**src/rtl/reg_dump_pkg.sv**
```systemverilog
// Shared types and constants for the register-file dump streamer.
// The optional header byte (REG_DUMP_HEADER_EN) is built with hdr_byte().
package reg_dump_pkg;

    typedef enum logic [2:0] {
        ST_IDLE,
        ST_SELECT,
        ST_HDR,
        ST_SEND,
        ST_DONE
    } state_t;

    localparam logic [2:0] HDR_TAG       = 3'b101;
    localparam int         BYTES_PER_REG = 4;
    localparam int         NUM_REGS      = 32;
    localparam int         IDX_W         = $clog2(NUM_REGS);
    localparam logic [1:0] LAST_BYTE     = 2'(BYTES_PER_REG - 1);

    // Byte of a latched word for a given send position; MSB-first walks 3,2,1,0.
    function automatic logic [7:0] word_byte(input logic [31:0] word,
                                             input logic [1:0]  cnt,
                                             input bit          msb_first);
        logic [1:0] sel;
        sel = msb_first ? ~cnt : cnt;
        return word[{sel, 3'b000} +: 8];
    endfunction

    function automatic logic [7:0] hdr_byte(input logic [IDX_W-1:0] idx);
        return {HDR_TAG, idx};
    endfunction

endpackage

```
**src/rtl/reg_dump_serializer.sv**
```systemverilog
// Latches one register word and serializes it into bytes over valid/ready.
// With REG_DUMP_HEADER_EN defined, a tag+index header byte precedes each word.
module reg_dump_serializer
    import reg_dump_pkg::*;
#(
    parameter int MSB_FIRST = 1
) (
    input  logic             clock,
    input  logic             reset_n,
    input  logic             i_load,
    input  logic [31:0]      i_word,
`ifdef REG_DUMP_HEADER_EN
    input  logic [IDX_W-1:0] i_index,
`endif
    input  logic             i_ready,
    output logic [7:0]       o_data,
    output logic             o_valid,
    output logic             o_last_byte
);

    logic [31:0] r_word;
    logic [1:0]  r_cnt;
    logic        r_valid;
    logic        w_accept;
    logic        w_in_hdr;
    logic [7:0]  w_hdr_byte;

    assign w_accept = r_valid && i_ready;

`ifdef REG_DUMP_HEADER_EN
    logic r_hdr;

    always_ff @(posedge clock or negedge reset_n) begin
        if (!reset_n) begin
            r_hdr <= 1'b0;
        end else if (i_load) begin
            r_hdr <= 1'b1;
        end else if (w_accept) begin
            r_hdr <= 1'b0;
        end
    end

    assign w_in_hdr   = r_hdr;
    assign w_hdr_byte = hdr_byte(i_index);
`else
    assign w_in_hdr   = 1'b0;
    assign w_hdr_byte = 8'h00;
`endif

    // Snapshot taken only on load, so later register-file writes cannot leak in.
    always_ff @(posedge clock) begin
        if (i_load) begin
            r_word <= i_word;
        end
    end

    always_ff @(posedge clock or negedge reset_n) begin
        if (!reset_n) begin
            r_cnt   <= 2'd0;
            r_valid <= 1'b0;
        end else if (i_load) begin
            r_cnt   <= 2'd0;
            r_valid <= 1'b1;
        end else if (w_accept && !w_in_hdr) begin
            r_cnt <= r_cnt + 2'd1;
            if (r_cnt == LAST_BYTE) begin
                r_valid <= 1'b0;
            end
        end
    end

    assign o_valid     = r_valid;
    assign o_data      = !r_valid ? 8'h00 :
                         w_in_hdr ? w_hdr_byte :
                         word_byte(r_word, r_cnt, MSB_FIRST != 0);
    assign o_last_byte = w_accept && !w_in_hdr && (r_cnt == LAST_BYTE);

endmodule

```
**src/rtl/reg_dump_streamer.sv**
```systemverilog
// Walks the register-file debug port FIRST_REG..LAST_REG and streams each word as bytes.
// Define REG_DUMP_HEADER_EN to prefix every word with a {3'b101, index} header byte.
module reg_dump_streamer
    import reg_dump_pkg::*;
#(
    parameter int FIRST_REG = 0,
    parameter int LAST_REG  = 31,
    parameter int MSB_FIRST = 1
) (
    input  logic             clock,
    input  logic             reset_n,
    input  logic             start,
    output logic             busy,
    output logic             done,
    output logic [IDX_W-1:0] registerswitch,
    input  logic [31:0]      registerout,
    output logic [7:0]       tx_data,
    output logic             tx_valid,
    input  logic             tx_ready
);

    localparam logic [IDX_W-1:0] FIRST_IDX = IDX_W'(FIRST_REG);
    localparam logic [IDX_W-1:0] LAST_IDX  = IDX_W'(LAST_REG);

    state_t           r_state;
    logic [IDX_W-1:0] r_index;
    logic             w_load;
    logic             w_last_byte;

    assign w_load = (r_state == ST_SELECT);

    always_ff @(posedge clock or negedge reset_n) begin
        if (!reset_n) begin
            r_state <= ST_IDLE;
            r_index <= FIRST_IDX;
        end else begin
            case (r_state)
                ST_IDLE: begin
                    r_index <= FIRST_IDX;
                    if (start) begin
                        r_state <= ST_SELECT;
                    end
                end
`ifdef REG_DUMP_HEADER_EN
                ST_SELECT: r_state <= ST_HDR;
                ST_HDR: begin
                    if (tx_valid && tx_ready) begin
                        r_state <= ST_SEND;
                    end
                end
`else
                ST_SELECT: r_state <= ST_SEND;
`endif
                ST_SEND: begin
                    if (w_last_byte) begin
                        if (r_index == LAST_IDX) begin
                            r_state <= ST_DONE;
                        end else begin
                            r_index <= r_index + IDX_W'(1);
                            r_state <= ST_SELECT;
                        end
                    end
                end
                ST_DONE: begin
                    r_state <= ST_IDLE;
                    r_index <= FIRST_IDX;
                end
                default: r_state <= ST_IDLE;
            endcase
        end
    end

    assign busy           = (r_state != ST_IDLE);
    assign done           = (r_state == ST_DONE);
    assign registerswitch = r_index;

    reg_dump_serializer #(
        .MSB_FIRST (MSB_FIRST)
    ) u_serializer (
        .clock       (clock),
        .reset_n     (reset_n),
        .i_load      (w_load),
        .i_word      (registerout),
`ifdef REG_DUMP_HEADER_EN
        .i_index     (r_index),
`endif
        .i_ready     (tx_ready),
        .o_data      (tx_data),
        .o_valid     (tx_valid),
        .o_last_byte (w_last_byte)
    );

endmodule

```
**config.mk**
```make
export PLATFORM = sky130hd
export DESIGN_NAME = reg_dump_streamer
export DESIGN_NICKNAME = d
export VERILOG_FILES = /design/src/rtl/reg_dump_pkg.sv /design/src/rtl/reg_dump_serializer.sv /design/src/rtl/reg_dump_streamer.sv
export SDC_FILE = /design/constraint.sdc
export NUM_CORES = 1
export LEC_CHECK = 0
export ABC_AREA = 0
export ABC_CLOCK_PERIOD_IN_PS = 4980
export CAP_MARGIN = 20
export CORE_AREA = 3 3 67 69
export CTS_CLUSTER_SIZE = 25
export DETAILED_ROUTE_END_ITERATION = 10
export DIE_AREA = 0 0 70 72
export PLACE_DENSITY = 0.86
export SYNTH_ARGS = -nofsm -noshare
export SYNTH_HDL_FRONTEND = slang
export SYNTH_SLANG_ARGS = --single-unit
```
**constraint.sdc**
```tcl
create_clock -name clock -period 4.98 [get_ports clock]
set_clock_uncertainty 0.05 [all_clocks]
set_input_delay 0.996 -clock clock [delete_from_list [all_inputs] [get_ports clock]]
set_output_delay 0.996 -clock clock [all_outputs]
set_load 0.01 [all_outputs]
```
* After elaboration in Yosys (flattened, before gate mapping)
Index checks and enable logic that the tools add are counted.
** Word-level totals
- Register bits after elaboration :: 43
- Input bits :: 36
- Output and inout port bits :: 16
- Logic and storage cells :: 41
** Cells by class
- Add/subtract/negate cells :: 2
- Equal/unequal tests :: 8
- Shifts and indexed selects :: 1
- Multiplexer cells :: 13
- Bitwise operators :: 1
- Reduce and logical (&&, ||, !) cells :: 11
** Operators with widths (count)
- 32-bit by 6-bit indexed part select with 8-bit output :: 1
- 5-bit 2-to-1 mux :: 2
- 5-bit case mux with 2 select lines :: 1
- 3-bit 2-to-1 mux :: 3
- 3-bit case mux with 3 select lines :: 1
- 8-bit 2-to-1 mux :: 1
- 2-bit nonzero test :: 3
- 5-bit by 1-bit adder with 5-bit output (second input constant) :: 1
- 5-bit == test (second input constant) :: 1
- 2-bit 2-to-1 mux :: 2
- 2-bit inequality test (second input constant) :: 2
- 2-bit AND reduction :: 2
- 3-bit by 1-bit == test with 1-bit output (second input constant) :: 1
- 3-bit by 2-bit == test with 1-bit output (second input constant) :: 1
- 3-bit == test (second input constant) :: 1
- 3-bit logical NOT :: 1
- 1-bit 2-to-1 mux :: 3
- 3-bit AND reduction :: 1
- 3-bit nonzero test :: 1
- 2-bit by 1-bit adder with 2-bit output (second input constant) :: 1
- 2-bit == test (second input constant) :: 1
- 1-bit logical AND :: 2
- 2-bit by 1-bit inequality test with 1-bit output (second input constant) :: 1
- 2-bit NOT :: 1
- 2-bit OR reduction :: 1

* Depth between registers and ports, before layout
- Word-level depth :: 4
- Gate-level depth with buffers :: 7
- Mapped depth without buffers :: 7

* By module
From an unflattened synthesis, not the netlist that was laid out.
** Second synthesis, totals
- Cell total of the unflattened synthesis :: 116
- Area total of the unflattened synthesis :: 1784.2 µm²
** By module, submodules not included
- reg_dump_serializer :: instances 1, cells each 74, area an instance 1365.1 µm², sequential area each 1036.0 µm²
- reg_dump_streamer :: instances 1, cells each 42, area an instance 419.2 µm², sequential area each 200.2 µm²

* Worst setup path after synthesis
OpenSTA, ideal clock, no wires.
- Path kind :: register to register
- From :: register r_state[1]
- To :: register u_serializer.r_word[0] (enable)
- Setup time :: 477 ps
- Arrival time :: 3012 ps
- Data required time :: 4453 ps
- Slack :: 1441 ps
- Cell stages (with the launch flop) :: 2
- Path buffers :: 0
- Period minus slack after synthesis :: 3539 ps
- Cell sequence :: dfrtp_1 nor3b_1
** Between the ends
- Longest elaborated chain between the ends :: 1
** Ends and longest elaborated chain
- from (decl) :: RTL line reg_dump_streamer.sv:25 : state_t r_state;
- from (signal assigned) :: RTL line reg_dump_streamer.sv:34 : r_state <= ST_IDLE;
- from (signal assigned) :: RTL line reg_dump_streamer.sv:41 : r_state <= ST_SELECT;
- from (signal assigned) :: RTL line reg_dump_streamer.sv:52 : ST_SELECT: r_state <= ST_SEND;
- 3-bit by 1-bit == test with 1-bit output :: RTL line reg_dump_streamer.sv:30 : assign w_load = (r_state == ST_SELECT);
- named net u_serializer.i_load :: RTL line reg_dump_serializer.sv:10 : input logic i_load,
- to (signal assigned) :: RTL line reg_dump_serializer.sv:53 : r_word <= i_word;
- to (decl) :: RTL line reg_dump_serializer.sv:21 : logic [31:0] r_word;
The timed path passes the listed nets, and every way through them passes these cells.
A chain may end at the register's enable or synchronous reset.

* Final worst setup path
- From :: register u_serializer.r_cnt[0]
- To :: output port tx_data[4]
** Between the ends
- Longest elaborated chain between the ends :: 3
** Ends and longest elaborated chain
- from (decl) :: RTL line reg_dump_serializer.sv:22 : logic [1:0] r_cnt;
- from (signal assigned) :: RTL line reg_dump_serializer.sv:65 : r_cnt <= r_cnt + 2'd1;
- 2-bit NOT :: RTL line reg_dump_pkg.sv:24 : sel = msb_first ? ~cnt : cnt;
- 32-bit by 6-bit indexed part select with 8-bit output :: RTL line reg_dump_pkg.sv:25 : return word[{sel, 3'b000} +: 8];
- 8-bit 2-to-1 mux :: RTL line reg_dump_serializer.sv:73 : assign o_data = !r_valid ? 8'h00 :
- to (decl) :: RTL line reg_dump_streamer.sv:17 : output logic [7:0] tx_data,
No other way between the ends.

==> results.ini <==
[final_layout]
fillers=290
mostFrequentLayoutCells=clkdlybuf4s50_1 (51), edfxtp_1 (32), dfrtp_1 (11), and2_1 (9), nand2_1 (9)
syn_to_final_growth_pct=38.71
final_cells=219
final_common_cell=clkdlybuf4s50_1
final_nets=207
design_area_um2=2506
drive_gt1_share_pct=7.692
antenna_cells=0

[pwr]
switching_share_pct=27.10
powerDensity_nw_per_um2=497.3
p_int_mw=0.9085
vdd_drop_max_v=0.0002371
p_seq_share_pct=43.6
pwr-share-comb_pct=31.5
power.leakage_nw=0.9179
pwr-share-clk_pct=24.9
p_switching_mw=0.3378

[clock_tree]
postCtsSetupBuffers=0
path_clk_slew_ns=0.08
insertion_delay_ns=0.29
cts_tree=done
h-tree-depth=2
cts_buffers=5
cts-hold-fix-buffers=0
cts_sinks=43
clk_path_buf_depth=2
root_buffer=clkbuf_8
cts-resized-gates=0

[timing]
fin_tns_setup_ns=0
fin_crit_ns=3.273
hold_viol=0
setup_viol=0
drv_slew=0
grt_setup_unrepaired=no
fmax_ghz=0.3055
worst_slack_ns=1.707
max_slew.worst_pin.slew_ns=0.5310
whs_ns=0.4711
fin_crit_sh_pct=65.72
max_slew_margin_pct=64.49

[placed_design]
placed_cells=211
gp_congestion=0.7294
dp_hpwl_um=2547
portBuffers=51
dp_worst_setup_slack_ns=2.009
place_area_um2=2374

[detailed_routing]
wirelength_um=3439
viasPerCell=5.219
drtPass1Iterations=4
wl_met1_um=1349
antenna_left=0
num_vias=1143
wl_met2_um=1768
detail_route.wl_per_cell_um=15.70
first_iter_violations=105
dr_wl_met3_um=272
drc=0
top_layer=met4

[synth]
syn_nets=151
synth_cell_type_count=28
syn_area_um2=1807
ys_warn_count=0
syn_inst=112
yosysSeqAreaShare_pct=68.42
syn_area_per_cell_um2=16.13
synth-seq-cells=43

[critical_path]
rrSetupSlack_ns=3.09
startpoint=u_serializer.r_cnt[0]$_DFFE_PN0P_
startpoint_type=flop
crit_path_end_kind=output pin
path_class=reg -> out
r2r_end=registerswitch[3]$_DFFE_PN0P_
reg2reg_from=registerswitch[0]$_DFFE_PN0P_
r2r_cells=7
cp_max_fo=10
crit_end=tx_data[4]
required_ns=3.93
worst-endpoint-arrival_ns=2.23

[die]
die_y_um=72
rows=23
io_pins=52
dieWidth_um=70
dieArea_um2=5040
initial_core_util_pct=45.49
core_area_um2=3971

[global_routing]
grt_pass1_wl_um=5706
antenna_found_initial=0
overflow=0
grt_max_degree=37
grt_pass1_vias=1164
gr-usage-all-layers_pct=14.96

[run_status]
status=finished clean

[worst_hold_path]
hold_class=reg -> reg

[job]
drv_cap=0

state kept, by name (all words and copies together), names as in the netlist:
name                  cells
r_state                   3
u_serializer.r_word      32
registerswitch            5
u_serializer.o_valid      1
u_serializer.r_cnt        2
cell usage after synthesis:
master | instances | share of area [%]
nand2_1 | 9 | 1.9
nand3b_1 | 1 | 0.42
and2_1 | 9 | 3.1
clkbuf_1 | 2 | 0.42
mux4_2 | 1 | 1.2
inv_1 | 1 | 0.21
a22oi_1 | 2 | 0.83
nor3b_1 | 1 | 0.42
buf_6 | 1 | 0.62
nor3_1 | 2 | 0.55
nand3_1 | 2 | 0.55
a21o_1 | 1 | 0.42
a21oi_1 | 5 | 1.4
xor2_1 | 1 | 0.48
or2_2 | 1 | 0.35
mux4_1 | 7 | 10
dfrtp_1 | 11 | 15
and3b_2 | 1 | 0.55
o31ai_1 | 2 | 0.83
edfxtp_1 | 32 | 53
or3_2 | 1 | 0.42
nor2b_1 | 1 | 0.35
ha_1 | 3 | 2.1
o21ai_0 | 5 | 1.4
nor2_1 | 6 | 1.2
and4b_1 | 1 | 0.55
and3_1 | 2 | 0.69
or4_1 | 1 | 0.42
cell type report:
cell class                      instances  area [um2]  area share (%)
Multi-Input combinational cell         65       553.0           22.07
Sequential cell                        43        1236           49.33
Clock buffer                            6       72.57           2.896
Inverter                                1       3.754          0.1498
Clock inverter                          2       60.06           2.396
Tap cell                               50       62.56           2.496
Timing Repair Buffer                   52       518.0           20.67
critical path, stage by stage (launching register included):
cell and delay (ns):
dfrtp_1 0.67, mux4_1 0.61, and2_1 0.17, clkdlybuf4s50_1 0.48
per-stage QoR:
stage | power, mW | util (%)
global route | 1.319 | 63.11
floorplan | 0.7563 | -
CTS | 1.262 | 63.11
global placement | 0.9277 | 59.77
finish | 1.246 | 63.11
detailed placement | 0.9490 | 59.77
how the worst min path moves through the flow:
| stage | startpoint | endpoint | slack [ns] | cells after the start |
|---|---|---|---|---|
| finish | r_state[2]$_DFFE_PN0P_ | r_state[0]$_DFFE_PN0P_ | 0.47 | 1 |
| global route | registerswitch[3]$_DFFE_PN0P_ | registerswitch[3]$_DFFE_PN0P_ | 0.50 | 1 |
| CTS | registerswitch[3]$_DFFE_PN0P_ | registerswitch[3]$_DFFE_PN0P_ | 0.47 | 1 |
| detailed placement | registerswitch[3]$_DFFE_PN0P_ | registerswitch[3]$_DFFE_PN0P_ | 0.46 | 1 |
| global placement | registerswitch[3]$_DFFE_PN0P_ | registerswitch[3]$_DFFE_PN0P_ | 0.43 | 1 |
| floorplan | r_state[2]$_DFFE_PN0P_ | r_state[0]$_DFFE_PN0P_ | 0.40 | 1 |
logic make-up after synthesis:
kind of cell,count (synthesis),share of synthesized area (%)
flip-flops,43,68.42
AND/OR/NAND/NOR,38,11.50
XOR/XNOR,1,0.4849
adder cells (fa/ha/maj),3,2.078
AO/OA/AOI/OAI,15,4.847
multiplexers,8,11.43
buffers and inverters,4,1.246
power groups by stage:
stage | clock [mW] | sequential [mW] | combinational, mW
2_1_floorplan | 0 | 0.521 | 0.236
3_3_place_gp | 0 | 0.547 | 0.380
3_5_place_dp | 0 | 0.554 | 0.395
4_1_cts | 0.319 | 0.545 | 0.398
5_1_grt | 0.340 | 0.556 | 0.423
6_report | 0.311 | 0.543 | 0.393
metal layers:
layer	vias up	track usage (%)
met4	0	5.745
li1	547	-
met2	47	25.50
met3	5	4.986
met5	-	0
met1	544	17.72
Note: power is estimated with default switching activity, not from simulation.
